## config.mk

```make
export PLATFORM = sky130hd
export DESIGN_NAME = lcd_hd44780_ctrl
export DESIGN_NICKNAME = d
export VERILOG_FILES = /design/src/rtl/lcd_hd44780_ctrl.sv
export SDC_FILE = /design/constraint.sdc
export NUM_CORES = 1
export LEC_CHECK = 0
export BUFFER_PORTS_ARGS = -buffer_cell sky130_fd_sc_hd__buf_2
export CAP_MARGIN = 30
export CORE_ASPECT_RATIO = 0.7
export CORE_MARGIN = 4
export CORE_UTILIZATION = 40
export CTS_CLUSTER_DIAMETER = 120
export DETAILED_ROUTE_END_ITERATION = 8
export PLACE_DENSITY_LB_ADDON = 0.05
export SYNTH_ARGS = -nofsm -noshare
export SYNTH_HDL_FRONTEND = slang
export SYNTH_SLANG_ARGS = --single-unit
```

## constraint.sdc

```tcl
create_clock -name i_clk -period 2.6 [get_ports i_clk]
set_input_delay 0.13 -clock i_clk [delete_from_list [all_inputs] [get_ports i_clk]]
set_output_delay 0.13 -clock i_clk [all_outputs]
set_load 0.01 [all_outputs]
```

## src/rtl/lcd_hd44780_ctrl.sv

```systemverilog
// HD44780 byte-level write driver: power-on init, EN timing and
// execution waits behind a valid/ready byte interface.
module lcd_hd44780_ctrl #(
  parameter bit INIT_EN       = 1'b1,
  parameter int T_POWERON_CYC = 750000,
  parameter int T_SETUP_CYC   = 4,
  parameter int T_EN_CYC      = 25,
  parameter int T_HOLD_CYC    = 2,
  parameter int T_EXEC_CYC    = 2500,
  parameter int T_CLR_CYC     = 82000
) (
  input  logic       i_clk,
  input  logic       i_rst,
  input  logic       i_valid,
  input  logic       i_rs,
  input  logic [7:0] i_data,
  output logic       o_ready,
  output logic       o_init_done,
  output logic       o_lcd_on,
  output logic       o_lcd_en,
  output logic       o_lcd_rs,
  output logic       o_lcd_rw,
  output logic [7:0] o_lcd_data
);

  function automatic int max2(input int a, input int b);
    return (a > b) ? a : b;
  endfunction

  localparam int T_MAX = max2(
    max2(max2(T_POWERON_CYC, T_SETUP_CYC),
         max2(T_EN_CYC, T_HOLD_CYC)),
    max2(T_EXEC_CYC, T_CLR_CYC));
  localparam int CW = $clog2(T_MAX) + 1;

  localparam logic [CW-1:0] L_PON   = CW'(T_POWERON_CYC - 1);
  localparam logic [CW-1:0] L_SETUP = CW'(T_SETUP_CYC - 1);
  localparam logic [CW-1:0] L_EN    = CW'(T_EN_CYC - 1);
  localparam logic [CW-1:0] L_HOLD  = CW'(T_HOLD_CYC - 1);
  localparam logic [CW-1:0] L_EXEC  = CW'(T_EXEC_CYC - 1);
  localparam logic [CW-1:0] L_CLR   = CW'(T_CLR_CYC - 1);

  typedef enum logic [2:0] {
    S_INIT_WAIT,
    S_IDLE,
    S_SETUP,
    S_PULSE,
    S_HOLD,
    S_EXEC
  } state_t;

  state_t        state;
  logic [CW-1:0] cnt;
  logic [2:0]    idx;
  logic          in_init;
  logic          cnt_zero;
  logic          long_wait;

  function automatic logic [7:0] rom(input logic [2:0] i);
    case (i)
      3'd0, 3'd1, 3'd2: return 8'h38;
      3'd3:             return 8'h0C;
      3'd4:             return 8'h06;
      default:          return 8'h01;
    endcase
  endfunction

  assign cnt_zero = (cnt == '0);
  // clear-display and return-home need the long execution wait
  assign long_wait = !o_lcd_rs
                   && (o_lcd_data[7:2] == 6'd0)
                   && (o_lcd_data[1:0] != 2'd0);
  assign o_lcd_rw = 1'b0;

  always_ff @(posedge i_clk or posedge i_rst) begin
    if (i_rst) begin
      state       <= INIT_EN ? S_INIT_WAIT : S_IDLE;
      cnt         <= L_PON;
      idx         <= 3'd0;
      in_init     <= INIT_EN;
      o_ready     <= 1'b0;
      o_init_done <= 1'b0;
      o_lcd_on    <= 1'b0;
      o_lcd_en    <= 1'b0;
      o_lcd_rs    <= 1'b0;
      o_lcd_data  <= 8'h00;
    end else begin
      o_lcd_on <= 1'b1;
      if (!INIT_EN) o_init_done <= 1'b1;
      unique case (state)
        S_INIT_WAIT: begin
          if (cnt_zero) begin
            state      <= S_SETUP;
            cnt        <= L_SETUP;
            idx        <= 3'd0;
            o_lcd_rs   <= 1'b0;
            o_lcd_data <= rom(3'd0);
          end else begin
            cnt <= cnt - 1'b1;
          end
        end
        S_IDLE: begin
          if (o_ready && i_valid) begin
            o_ready    <= 1'b0;
            o_lcd_rs   <= i_rs;
            o_lcd_data <= i_data;
            cnt        <= L_SETUP;
            state      <= S_SETUP;
          end else begin
            o_ready <= 1'b1;
          end
        end
        S_SETUP: begin
          if (cnt_zero) begin
            o_lcd_en <= 1'b1;
            cnt      <= L_EN;
            state    <= S_PULSE;
          end else begin
            cnt <= cnt - 1'b1;
          end
        end
        S_PULSE: begin
          if (cnt_zero) begin
            o_lcd_en <= 1'b0;
            cnt      <= L_HOLD;
            state    <= S_HOLD;
          end else begin
            cnt <= cnt - 1'b1;
          end
        end
        S_HOLD: begin
          if (cnt_zero) begin
            cnt   <= long_wait ? L_CLR : L_EXEC;
            state <= S_EXEC;
          end else begin
            cnt <= cnt - 1'b1;
          end
        end
        S_EXEC: begin
          if (!cnt_zero) begin
            cnt <= cnt - 1'b1;
          end else if (in_init && idx != 3'd5) begin
            idx        <= idx + 3'd1;
            o_lcd_data <= rom(idx + 3'd1);
            cnt        <= L_SETUP;
            state      <= S_SETUP;
          end else begin
            if (in_init) begin
              in_init     <= 1'b0;
              o_init_done <= 1'b1;
            end
            o_ready <= 1'b1;
            state   <= S_IDLE;
          end
        end
        default: state <= S_IDLE;
      endcase
    end
  end

endmodule
```

==> results_dict.tcl, run 1 <==
set metrics [dict create \
    status "completed" \
    start_util_pct 41.3 \
    dr_total_vias 2313 \
    dr.pass1.iters 4 \
    cts_max_path_buffers 2 \
    crit_buf_inv 4 \
    pre_cts_slack_ns 0.144 \
    synthTopCellsByArea "dfrtp_1, dfstp_2, ha_1" \
    rrSetupSlack_ns 0.18 \
    tightest_slew_ns 0.751 \
    routabilityCongestion 0.858 \
    num_io_pins 26 \
    grt_max_degree 22 \
    clk_latency_ns 0.30 \
    hold_violations 0 \
    synth-edff-count 0 \
    setup_tns_ns 0 \
    finClkSkew_ns 0.00856 \
    drc 0 \
    synth.lib_cells_used.distinct 57 \
    yosys_register_bits 41 \
    syn_avg_cell_area_um2 9.06 \
    die_y_um 75.2 \
    yosys_warnings 0 \
    n_fill_cell 615 \
    arrival_ns 2.64 \
    netlist.area_leader.share_pct 26.2 \
    antennaDiodeCount 0 \
    place_area_mm2 0.00288 \
    routed_via_density 5.77 \
    yosysTopAreaCell "dfrtp_1" \
    ant_nets 0 \
    synth_nets 305 \
    synth-main-ff-cell "dfrtp_1" \
    die_w_um 104 \
    synth_area_mm2 0.00258 \
    antenna_found_initial 0 \
    netlist_instances 285 \
    dieArea_mm2 0.00782 \
    hpwl_mm 5.27 \
    cpMostUsedCell "buf_4" \
    min_to "o_lcd_data[7]" \
    timing.final.ws_setup_ns 0.183 \
    worstSetupEndpointType "flop" \
    min_from "i_data[7]" \
    crit_chain "inv_1, ha_1, nor4b_1, buf_4, and4_1, buf_4, a21oi_2, buf_6, a21boi_0, or3_1" \
    worstSetupStartpointType "flop" \
    p_leak_uw 0.00132 \
    avgRoutedWirePerCell_um 17.5 \
    r2r_cells 10 \
    grt_pass1_wl_mm 11.5 \
    max_freq_ghz 0.414 \
    grt_pass1_vias 2128 \
    cp_max_fo 10 \
    numCtsBuffers 5 \
    io_buffers 24 \
    async_flop_share_pct 100 \
    fp.coreArea_mm2 0.00625 \
    min_period_ns 2.42 \
    vdd_ir_drop_max_mv 0.251 \
    slew_headroom_pct 49.6 \
    synth_common_cells "dfrtp_1, nor2_1, nand2_1" \
    report.final.slew_viol_count 0 \
    cts_sinks 41 \
    r2r_end "cnt[14]" \
    fin_crit_sh_pct 93.0 \
    cpLargestDelayFamily "simple AND/OR/NAND/NOR gates" \
    synth.most_common_cell "dfrtp_1" \
    worst-endpoint-required_ns 2.82 \
    setup_viol 0 \
    drive_above_1_share_pct 22.9 \
    cap_violations 0 \
    finalNetCount 342 \
    p_per_area_mw_per_mm2 375 \
    rsz0062_at_grt "no" \
    htreeDepth 2 \
    wl_mm 7.01 \
    cp_slowest_cell "dfstp_2" \
    drt_iter0_markers 122 \
    worstReg2RegStart "cnt[0]" \
    area_delta_synth_final_pct 16.0 \
    hold-path-cell-count 2 \
    worstSetupPathType "reg -> reg" \
    grt_overflow 0 \
    rows 24 \
    cts_tree "done" \
    max_stage_delay_ns 0.58 \
    clockRootBuffer "clkbuf_8" \
    clk_pin_slew_ns 0.08 \
    final_area_mm2 0.00300 \
    grt_use_total_pct 18.6 \
    yosysSeqAreaShare_pct 40.4 \
    min_path_type "in -> reg" \
]
-- per-stage QoR --
| stage | power, uW | hold WS, ns | util, % | std cells |
|---|---|---|---|---|
| finish | 1120 | 0.0563 | 48.0 | 401 |
| global route | 1170 | 0.0545 | 48.0 | 401 |
| CTS | 1130 | 0.0505 | 47.8 | 400 |
| detailed placement | 691 | 0.197 | 46.2 | 391 |
| global placement | 691 | 0.190 | 46.2 | 391 |
| floorplan | 673 | 0.270 | - | 285 |
-- layout make-up --
| cell class | instances | area [um2] | area share (%) |
|---|---|---|---|
| clock buffers | 8 | 90.1 | 3.01 |
| well taps | 78 | 97.6 | 3.26 |
| flip-flops and latches | 41 | 1040 | 34.8 |
| inverters | 10 | 37.5 | 1.25 |
| multi-input cells | 218 | 1440 | 48.0 |
| repair buffers | 46 | 289 | 9.65 |
-- kinds of logic after synthesis --
kind of cell | share of synthesized area (%)
AOI/OAI and AO/OA | 26.3
other | 0.291
buffers and inverters | 4.02
muxes | 2.91
and+or+nand+nor | 21.8
adders and majority gates | 4.27
DFF | 40.4
-- per-layer routing --
layer	part of all wire [%]	vias to the layer above	global-route usage, %
li1	-	1144	-
met1	55	1099	30.3
met2	39	64	25.1
met3	5.1	6	3.34
met4	0.84	0	3.69
met5	0	-	0
-- sequential cells by signal, indices dropped and copies added (netlist names) --
signal and cells:
cnt 21, idx 3, in_init 1, o_init_done 1, o_lcd_data 8, o_lcd_en 1
o_lcd_on 1, o_lcd_rs 1, o_ready 1, state 3
-- timing repair --
item / 4_1_cts / 5_1_grt
hold buffers: 1 / 0
resized for setup: 0 / 2
endpoints found under the hold margin: 18 / 0
setup buffers: 0 / 0
setup endpoints to repair: 0 / 1
-- cells in the final DEF (no fill, tap or decap), types with 6 or more instances in the layout --
| master | n |
|---|---|
| nor3_1 | 15 |
| a21oi_1 | 8 |
| ha_1 | 8 |
| a21o_1 | 6 |
| buf_4 | 19 |
| dfrtp_1 | 27 |
| dfstp_2 | 14 |
| nor2_1 | 24 |
| o21ai_0 | 9 |
| o21ai_1 | 15 |
| clkbuf_8 | 6 |
| o211ai_1 | 6 |
| buf_2 | 25 |
| nand2_1 | 16 |
| a22o_1 | 10 |
| inv_1 | 9 |
| nor4_1 | 8 |
-- report_power, final --
part / total [uW] / internal [uW] / switching [uW] / leakage (uW)
clock network: 445 / 217 / 228 / 0.0000455
logic: 35.8 / 13.2 / 22.6 / 0.000802
registers: 643 / 641 / 1.98 / 0.000476
total: 1120 / 872 / 253 / 0.00132
-- worst max-delay path by stage --
stage / startpoint / end / slack [ns] / cells past startpoint
after floorplan: cnt[0] / o_lcd_data[0] / 0.21 / 7
after global placement: cnt[0] / cnt[14] / 0.19 / 10
after detailed placement: cnt[0] / cnt[14] / 0.14 / 10
after CTS: cnt[0] / cnt[14] / 0.12 / 10
after global routing: cnt[0] / o_lcd_data[4] / 0.01 / 8
final: cnt[0] / cnt[14] / 0.18 / 10
No activity file was read; power rests on OpenSTA's default activity.
==> run 2: changes to the inputs <==
Settings changed: CAP_MARGIN 30 to 25, CELL_PAD_IN_SITES_DETAIL_PLACEMENT set to 0, CELL_PAD_IN_SITES_GLOBAL_PLACEMENT set to 1.
==> run 2 against run 1 <==
Against the previous run: die area is the same; cell area grew 0.50%; sequential power hardly changed; via count increased by 0.17%; non-clock buffer count up 1; combinational power about the same; first-iteration DRC count grew 4.9%.
==> results_dict.tcl, run 2 (synthesized netlist as in run 1, its figures left out) <==
set metrics [dict create \
    vdd_ir_drop_max_mv 0.226 \
    finClkSkew_ns 0.00824 \
    setup_viol 0 \
    finalNetCount 343 \
    cts_max_path_buffers 2 \
    pre_cts_slack_ns 0.177 \
    final_area_mm2 0.00301 \
    worstReg2RegStart "cnt[0]" \
    regMostFlops "cnt" \
    routabilityCongestion 0.822 \
    whs_ns 0.0584 \
    worstSetupPathType "reg -> reg" \
    p_leak_uw 0.00133 \
    final_cells 402 \
    crit_buf_inv 2 \
    crit_chain "inv_1, ha_1, nor4b_1, buf_4, nand4_1, or4_4, a21oi_4, mux2_1" \
    drt_iter0_markers 128 \
    drc 0 \
    clk_latency_ns 0.29 \
    num_io_pins 26 \
    rsz0062_at_grt "no" \
    p_per_area_mw_per_mm2 370 \
    final_cell_mix "dfrtp_1, nor2_1, buf_2, buf_4, nand2_1" \
    min_period_ns 2.45 \
    pwr-share-seq_pct 57.8 \
    top_regs "cnt (21), o_lcd_data (8)" \
    min_to "o_lcd_data[7]" \
    final_common_cell "dfrtp_1" \
    cp_max_fo 6 \
    p_switching_uw 242 \
    timing.final.ws_setup_ns 0.154 \
    antenna_found_initial 0 \
    numCtsBuffers 5 \
    report.final.slew_viol_count 0 \
    max_stage_delay_ns 0.54 \
    fp.coreArea_mm2 0.00625 \
    cts_tree "done" \
    rrSetupSlack_ns 0.15 \
    fin_crit_sh_pct 94.1 \
    hpwl_mm 5.38 \
    io_buffers 24 \
    cp_slowest_cell "or4_4" \
    antennaDiodeCount 0 \
    grt_max_degree 23 \
    p_int_uw 872 \
    largest_register_ffs 21 \
    start_util_pct 41.3 \
    slew_headroom_pct 45.5 \
    grt_pass1_wl_mm 12.0 \
    drive_above_1_share_pct 22.8 \
    sw_frac_of_total_pct 21.7 \
    min_from "i_data[7]" \
    die_w_um 104 \
    status "completed" \
    setup_tns_ns 0 \
    dieArea_mm2 0.00782 \
    dr.pass1.iters 4 \
    place_area_mm2 0.00291 \
    grt_overflow 0 \
    clockRootBuffer "clkbuf_8" \
    area_delta_synth_final_pct 16.6 \
    cap_violations 0 \
    hold_violations 0 \
    ant_nets 0 \
    tightest_slew_ns 0.812 \
    dp.cells 393 \
    die_y_um 75.2 \
    power_frac_comb_pct 3.2 \
    grt_pass1_vias 2245 \
    worstSetupEndpointType "flop" \
    grt_use_total_pct 19.4 \
    rows 24 \
    routed_via_density 5.76 \
    dr_total_vias 2317 \
    avgRoutedWirePerCell_um 17.6 \
    arrival_ns 2.63 \
    postCtsResizedCells 0 \
    r2r_cells 8 \
    max_freq_ghz 0.409 \
    r2r_end "o_lcd_data[3]" \
    min_path_type "in -> reg" \
    worst-endpoint-required_ns 2.78 \
    cts_sinks 41 \
    hold-path-cell-count 2 \
    clk_pin_slew_ns 0.08 \
    wl_mm 7.08 \
    cpLargestDelayFamily "simple AND/OR/NAND/NOR gates" \
    worstSetupStartpointType "flop" \
    clkPwrFrac_pct 39.0 \
    htreeDepth 2 \
]
-- run 2: power by group through the flow --
stage	clock (uW)	sequential, uW	combinational, uW
finish	434	644	36.0
global placement	0	655	36.1
global route	479	644	41.5
CTS	453	643	37.3
detailed placement	0	655	36.0
floorplan	0	656	17.0
-- run 2: per-layer routing --
| metal | global-route usage (%) | wire [um] | share of wire (%) | vias to the layer above |
|---|---|---|---|---|
| li1 | - | - | - | 1143 |
| met1 | 30.2 | 3830 | 54 | 1119 |
| met2 | 28.2 | 2930 | 41 | 50 |
| met3 | 3.34 | 287 | 4.1 | 5 |
| met4 | 4.13 | 37 | 0.52 | 0 |
| met5 | 0 | 0 | 0 | - |
-- run 2: what timing repair did --
item	CTS	global route
setup buffers	0	0
hold buffers	1	0
endpoints found under the hold margin	17	0
-- run 2: how the worst max path moves through the flow --
stage | from | endpoint | slack, ns | cells after the start
after floorplan | cnt[0] | o_lcd_data[0] | 0.21 | 7
after global placement | cnt[0] | o_lcd_data[5] | 0.20 | 8
after detailed placement | cnt[0] | o_lcd_data[3] | 0.18 | 8
after CTS | cnt[0] | o_lcd_data[3] | 0.16 | 8
after global routing | cnt[0] | o_lcd_data[0] | 0.06 | 8
final | cnt[0] | o_lcd_data[3] | 0.15 | 8
-- run 2: cell type report --
type,instances,area (um2)
Clock buffer,8,90.1
Fill cell,592,3240
Inverter,10,37.5
Multi-Input combinational cell,218,1430
Sequential cell,41,1040
Tap cell,78,97.6
Timing Repair Buffer,47,308
-- run 2: per-stage QoR --
step	util, %	power [uW]
global placement	46.6	691
finish	48.2	1110
CTS	48.2	1130
global route	48.2	1160
detailed placement	46.6	691
floorplan	-	673
-- run 2: worst register-to-register path, cell delays in order (launching register included) --
cell and delay, ns:
dfstp_2 0.39, inv_1 0.08, ha_1 0.21, nor4b_1 0.26, buf_4 0.17, nand4_1 0.10, or4_4 0.54, a21oi_4 0.24
mux2_1 0.34
